--- config.mk ---
export PLATFORM = sky130hd
export DESIGN_NAME = serial_bit_packer
export DESIGN_NICKNAME = d
export VERILOG_FILES = /design/src/rtl/serial_bit_packer_pkg.sv /design/src/rtl/sat_counter.sv /design/src/rtl/serial_bit_packer.sv
export SDC_FILE = /design/constraint.sdc
export NUM_CORES = 1
export LEC_CHECK = 0
export BUFFER_PORTS_ARGS = -buffer_cell sky130_fd_sc_hd__buf_4
export CAP_MARGIN = 40
export CORE_UTILIZATION = 55
export CTS_CLUSTER_SIZE = 12
export DETAILED_ROUTE_END_ITERATION = 10
export PLACE_DENSITY = 0.86
export SLEW_MARGIN = 20
export SYNTH_ARGS = -nofsm -noshare
export SYNTH_HDL_FRONTEND = slang
export SYNTH_HIERARCHICAL = 1
export SYNTH_SLANG_ARGS = --single-unit
--- constraint.sdc ---
create_clock -name clk -period 3.2 [get_ports clk]
set_clock_uncertainty 0.15 [all_clocks]
set_input_delay 0.16 -clock clk [delete_from_list [all_inputs] [get_ports clk]]
set_output_delay 0.16 -clock clk [all_outputs]
set_load 0.02 [all_outputs]
--- src/rtl/serial_bit_packer_pkg.sv ---
// Shared types and helpers for the serial bit packer.
package serial_bit_packer_pkg;

   typedef enum logic [1:0] {
      IDLE  = 2'd0,
      ACCUM = 2'd1,
      HOLD  = 2'd2
   } state_t;

   function automatic int len_w(input int width);
      return $clog2(width + 1);
   endfunction

endpackage

--- src/rtl/sat_counter.sv ---
// Up-counter that sticks at all-ones instead of wrapping.
module sat_counter #(
   parameter int W = 16
) (
   input  logic         clk,
   input  logic         rst,
   input  logic         inc,
   output logic [W-1:0] q
);

   always_ff @(posedge clk) begin
      if (rst)
         q <= '0;
      else if (inc && !(&q))
         q <= q + W'(1);
   end

endmodule

--- src/rtl/serial_bit_packer.sv ---
// Packs a 1-bit valid/ready stream LSB-first into WIDTH-bit words with length/last.
// state | meaning
// IDLE  | no bits collected, no word held
// ACCUM | 0 < cnt < WIDTH bits collected
// HOLD  | completed word presented on the output port
module serial_bit_packer
   import serial_bit_packer_pkg::*;
#(
   parameter int WIDTH   = 8,
   parameter int TIMEOUT = 0,
   parameter int CNT_W   = 16
) (
   input  logic                      clk,
   input  logic                      rst,
   input  logic                      in_valid,
   output logic                      in_ready,
   input  logic                      in_bit,
   input  logic                      in_last,
   output logic                      out_valid,
   input  logic                      out_ready,
   output logic [WIDTH-1:0]          out_data,
   output logic [len_w(WIDTH)-1:0]   out_len,
   output logic                      out_last,
   output logic [CNT_W-1:0]          word_count,
   output logic [CNT_W-1:0]          frame_count
);

   localparam int            LW       = len_w(WIDTH);
   localparam int            TW       = (TIMEOUT > 1) ? $clog2(TIMEOUT) : 1;
   localparam logic [TW-1:0] TMR_LOAD = (TIMEOUT > 1) ? TW'(TIMEOUT - 1) : '0;
   localparam bit            TMO_EN   = (TIMEOUT > 0);

   state_t            state, state_nx;
   logic [WIDTH-1:0]  shreg;
   logic [WIDTH-1:0]  shreg_new;
   logic [LW-1:0]     cnt;
   logic [TW-1:0]     idle_tmr;
   logic              accept, xfer, complete, fire;

   assign out_valid = (state == HOLD);
   assign in_ready  = ~out_valid | out_ready;
   assign accept    = in_valid & in_ready;
   assign xfer      = out_valid & out_ready;

   // Bits above cnt are always zero, so OR-ing in the new bit is enough.
   assign shreg_new = shreg | (WIDTH'(in_bit) << cnt);
   assign complete  = accept & (in_last | (cnt == LW'(WIDTH - 1)));
   assign fire      = TMO_EN && (state == ACCUM) && !accept && (idle_tmr == '0);

   always_ff @(posedge clk) begin
      if (rst)
         state <= IDLE;
      else
         state <= state_nx;
   end

   always_comb begin
      state_nx = state;
      case (state)
         IDLE: begin
            if (complete)    state_nx = HOLD;
            else if (accept) state_nx = ACCUM;
         end
         ACCUM: begin
            if (complete || fire) state_nx = HOLD;
         end
         HOLD: begin
            if (complete)    state_nx = HOLD;
            else if (accept) state_nx = ACCUM;
            else if (xfer)   state_nx = IDLE;
         end
         default: state_nx = IDLE;
      endcase
   end

   always_ff @(posedge clk) begin
      if (rst) begin
         shreg    <= '0;
         cnt      <= '0;
         out_data <= '0;
         out_len  <= '0;
         out_last <= 1'b0;
      end else if (complete) begin
         out_data <= shreg_new;
         out_len  <= cnt + LW'(1);
         out_last <= in_last;
         shreg    <= '0;
         cnt      <= '0;
      end else if (fire) begin
         out_data <= shreg;
         out_len  <= cnt;
         out_last <= 1'b0;
         shreg    <= '0;
         cnt      <= '0;
      end else if (accept) begin
         shreg <= shreg_new;
         cnt   <= cnt + LW'(1);
      end
   end

   // Idle timer counts down from TIMEOUT-1; reaching zero with no bit flushes.
   always_ff @(posedge clk) begin
      if (rst)
         idle_tmr <= TMR_LOAD;
      else if (state != ACCUM || accept)
         idle_tmr <= TMR_LOAD;
      else if (idle_tmr != '0)
         idle_tmr <= idle_tmr - TW'(1);
   end

   sat_counter #(.W(CNT_W)) u_word_cnt (
      .clk (clk),
      .rst (rst),
      .inc (xfer),
      .q   (word_count)
   );

   sat_counter #(.W(CNT_W)) u_frame_cnt (
      .clk (clk),
      .rst (rst),
      .inc (xfer & out_last),
      .q   (frame_count)
   );

endmodule
* After elaboration in Yosys (flattened, before gate mapping)
Index checks and enable logic that the tools add are counted.
Word-level totals: output and inout port bits 47, ROM bits 0, logic and storage cells 42, RAM bits 0, memories kept 0, latch bits 0, input bits 6, flip-flop bits (word level) 59
Cells by class: bitwise logic cells 8, multiplexer cells 7, $mul 0, equality and inequality tests 6, reduce and logical (&&, ||, !) cells 9, shift-type cells 1, add/subtract/negate cells 3, magnitude comparators 0, divide/modulo/power cells 0
Operators by type and width (number):
- adder 16 x 1 -> 16 bit (second input constant) | 2
- AND reduction 16 bit | 2
- 2-to-1 mux 2 bit | 6
- OR 8 bit | 1
- left shift 1 x 4 -> 8 bit | 1
- one-hot mux 2 bit (3 select lines) | 1
- adder 4 x 1 -> 4 bit (second input constant) | 1
- AND 1 bit | 4
- == test 4 x 3 -> 1 bit (second input constant) | 1
- != test 4 x 1 -> 1 bit (second input constant) | 1
- != test 3 bit (second input constant) | 1
- AND reduction 3 bit | 1
- == test 2 x 1 -> 1 bit (second input constant) | 1
- == test 2 bit (second input constant) | 1
- logical AND 1 bit | 2
- zero test 1 bit | 2
- zero test 2 bit | 1
- != test 2 bit (second input constant) | 1
- OR 1 bit | 2
- OR reduction 2 bit | 1
- inverter 1 bit | 1

* Depth between registers and ports, before layout
word-level depth 7, mapped depth 8, gate-level depth less buffers 6

* Hierarchy
The synthesis kept the hierarchy.
Modules (own cells, without submodules):
- sat_counter | times used 2, seq. area each 320.3 um^2, cells an instance 96, area an instance 833.3 um^2
- serial_bit_packer | times used 1, seq. area each 540.5 um^2, cells an instance 163, area an instance 1453.9 um^2

* Worst setup path after synthesis
Ideal clock, no wire load.
kind register to register, from register state[1], to register u_frame_cnt.q[15], library setup time 0.121 ns, path buffers 2, required time 2.929 ns, clock period less this slack 2.637 ns, stages on the path, launching flop included 9, setup slack 0.563 ns, data arrival time 2.367 ns, path through dfxtp_1 > clkbuf_1 > nor2b_1 > and3_1 > nand2_1 > or3_1 > clkbuf_2 > nor4_1 > mux2_2
On the way: cells in the longest elaborated chain, start to end 4
RTL lines:
- start, declared | RTL line serial_bit_packer.sv:33 | state_t state, state_nx;
- start signal, assigned | RTL line serial_bit_packer.sv:54 | state <= state_nx;
- == test 2 bit | RTL line serial_bit_packer.sv:40 | assign out_valid = (state == HOLD);
- via out_valid | RTL line serial_bit_packer.sv:19 | output logic out_valid,
- AND 1 bit | RTL line serial_bit_packer.sv:43 | assign xfer = out_valid & out_ready;
- AND 1 bit | RTL line serial_bit_packer.sv:121 | .inc (xfer & out_last),
- logical AND 1 bit | RTL line sat_counter.sv:14 | else if (inc && !(&q))
- end signal, assigned | RTL line sat_counter.sv:15 | q <= q + W'(1);
- end, declared | RTL line sat_counter.sv:8 | output logic [W-1:0] q
The timed path passes the listed nets, and every way through them passes these cells. A chain may end at the register's enable or synchronous reset.

* Worst setup path after layout
from register state[1], to register u_frame_cnt.q[15]
On the way: cells in the longest elaborated chain, start to end 4
RTL lines (RTL line):
- == test 2 bit | serial_bit_packer.sv:40
- AND 1 bit | serial_bit_packer.sv:43
- AND 1 bit | serial_bit_packer.sv:121
- logical AND 1 bit | sat_counter.sv:14
No other way between the ends.

==> impl_metrics.env <==
export IMPL_setup_viol=0
export IMPL_post_cts_buffers=0
export IMPL_n_antenna_cell=0
export IMPL_p_clk_frac=0.441
export IMPL_viasPerCell=6.20
export IMPL_pre_cts_slack_ns=0.774
export IMPL_nets=403
export IMPL_min_period_ns=2.48
export IMPL_worst_pin_slew_ns=0.935
export IMPL_grt_max_degree=65
export IMPL_dp_hpwl_um=4770
export IMPL_clockBufferDepth=2
export IMPL_cts_sinks=59
export IMPL_vias=2910
export IMPL_utilization=0.666
export IMPL_post_route_worst_setup_slack_ns=0.723
export IMPL_routabilityCongestion=0.824
export IMPL_start_util=0.570
export IMPL_rsz0062_at_grt="false"
export IMPL_hold_class="primary input to register"
export IMPL_ioPinCount=53
export IMPL_portBuffers=52
export IMPL_cp_required_ns=3.29
export IMPL_worstSetupPathType="register to register"
export IMPL_hold_ws_ns=0.0554
export IMPL_cts_resized=0
export IMPL_synth_avg_cell_area_sq_um=8.79
export IMPL_relSlewSlack=0.371
export IMPL_p_int_mw=1.20
export IMPL_postSynth_asyncResetShare=0
export IMPL_yosysSeqAreaShare=0.379
export IMPL_drt_pre_antenna_iters=4
export IMPL_startpoint_type="register"
export IMPL_seq_area_sq_um=1180
export IMPL_dieArea_sq_um=5980
export IMPL_core_rowCount=27
export IMPL_drt_iter0_drc=265
export IMPL_nFillCells=462
export IMPL_area_delta_synth_final_pct=16.8
export IMPL_irDropWorstVdd_v=0.000355
export IMPL_htree_levels=3
export IMPL_syn_area_sq_um=3120
export IMPL_timing_setup_tns_ns=0
export IMPL_synth_cell_types=59
export IMPL_core_area_sq_um=5470
export IMPL_synth_edf_count=0
export IMPL_cp_arrival_ns=2.56
export IMPL_antenna_left=0
export IMPL_grt_pass1_vias=2559
export IMPL_grt_antenna_before_repair=0
export IMPL_layout_common_cells="dfxtp_1 (59), buf_4 (52), nor2_1 (36)"
export IMPL_tritoncts="done"
export IMPL_syn_inst=355
export IMPL_die_y_um=77.3
export IMPL_clk_latency_ns=0.34
export IMPL_drv_cap=0
export IMPL_overflow=0
export IMPL_ctsHoldBuffers=0
export IMPL_grt_first_pass_wirelength_um=11800
export IMPL_status="complete, no violations"
export IMPL_drcViolationCount=0
export IMPL_wl_per_cell_um=15.2
export IMPL_cp_max_fo=13
export IMPL_powerDensity_nw_per_um2=431
export IMPL_cts_buffers_inserted=9
export IMPL_track_usage=0.251
export IMPL_critical_path_endpoint_type="register"
export IMPL_fmax_mhz=404
export IMPL_dieWidth_um=77.3
export IMPL_fin_cells=469
export IMPL_multi_input_area_sq_um=1750
export IMPL_ys_ff_latch=59
export IMPL_switching_share=0.233
export IMPL_drive_above_1_share=0.209
export IMPL_syn_nets=364
export IMPL_p_sw_uw=367
export IMPL_synthFlopType="dfxtp_1"
export IMPL_yosys_warnings=6
export IMPL_clkTransAtPathRegs_ns=0.06
export IMPL_wirelength_um=7130
export IMPL_period_share=0.774
export IMPL_power_frac_comb=0.073
export IMPL_clock_root_buffer="clkbuf_8"
export IMPL_dp_cells=455
export IMPL_finalHoldViolCount=0
export IMPL_slew_viol_final=0
export IMPL_p_leak_nw=1.34
export IMPL_layout_commonest_cell="dfxtp_1"
export IMPL_seqPwrFrac=0.486
[final timing paths]
check / from / end / slack (ns) / depth (start not counted)
worst max-delay path: state[1]$_SDFFE_PP0P_ / u_frame_cnt/q[15]$_SDFFE_PP0P_ / 0.72 / 6
worst min-delay path: out_ready / state[1]$_SDFFE_PP0P_ / 0.06 / 3
worst max register to register: state[1]$_SDFFE_PP0P_ / u_frame_cnt/q[15]$_SDFFE_PP0P_ / 0.72 / 6
worst min register to register: out_len[0]$_SDFFE_PP0P_ / out_len[0]$_SDFFE_PP0P_ / 0.32 / 2
[power by group through the flow]
stage / Clock [mW] / Combinational (mW) / Sequential [mW]
2_1_floorplan: 0 / 0.0800 / 0.784
3_3_place_gp: 0 / 0.111 / 0.778
3_5_place_dp: 0 / 0.114 / 0.779
4_1_cts: 0.707 / 0.115 / 0.762
5_1_grt: 0.735 / 0.127 / 0.764
6_report: 0.693 / 0.115 / 0.762
[cell type report]
cell class | instances | share of cell area
clock buffer | 12 | 0.0453
clock inverter | 2 | 0.00961
inverter | 10 | 0.0103
multi-input combinational | 262 | 0.479
sequential | 59 | 0.324
tap | 72 | 0.0247
timing repair buffer | 52 | 0.107
[registers in the layout, summed over array words and instances, names as in the netlist]
signal and flops:
u_frame_cnt/q 16, shreg 8, out_data 8, u_word_cnt/q 16, out_len 4, out_last 1, state 2, cnt 4
[kinds of logic after synthesis]
group                    count (synthesis)  share of synthesized area
multiplexers                            10                     0.0337
AND/OR/NAND/NOR                        156                      0.286
AO/OA/AOI/OAI                           85                      0.205
XOR/XNOR                                 8                     0.0225
adder cells (fa/ha/maj)                  3                     0.0120
flip-flops                              59                      0.379
buffers and inverters                   34                     0.0621
[stage by stage]
step | instance area [sq um] | power (mW)
global route | 3640 | 1.63
detailed placement | 3440 | 0.893
floorplan | 3120 | 0.864
global placement | 3440 | 0.889
finish | 3640 | 1.57
CTS | 3640 | 1.58
[synthesized netlist by cell type (all sizes together), types with 3 or more instances]
cell    count  share of area
nor3b       3         0.0088
dfxtp      59           0.38
o41ai       4          0.016
nor3       13          0.024
o21ai       5         0.0080
nor4b       8          0.022
nor2       36          0.043
or2         3         0.0060
and4        6          0.017
nand3      15          0.024
ha          3          0.012
or4         8          0.019
nor2b       8          0.016
o211ai      5          0.012
inv        10          0.012
mux2i       6          0.019
a41oi       7          0.020
nand2      21          0.025
or3         4         0.0080
a211oi      3         0.0072
clkbuf     12          0.015
a2111o      8          0.029
o31ai       8          0.019
xnor2       6          0.017
mux2        4          0.014
nor4        6          0.012
nand4      11          0.026
a21oi      26          0.042
buf        10          0.027
and2        3         0.0060
[routing by layer]
layer  track usage  routed length, um
met1         0.307               3170
met2         0.409               3470
met3        0.0524                304
met4         0.136                182
met5             0                  0
[worst max-delay path, cell delays in order, from the launching register on]
cell and delay (ns):
dfxtp_1 0.50, nor2b_1 0.24, and3_1 0.32, nand2_1 0.07, or3_1 0.41, nor4_1 0.31, mux2_2 0.37
(Power assumes the default switching activity.)
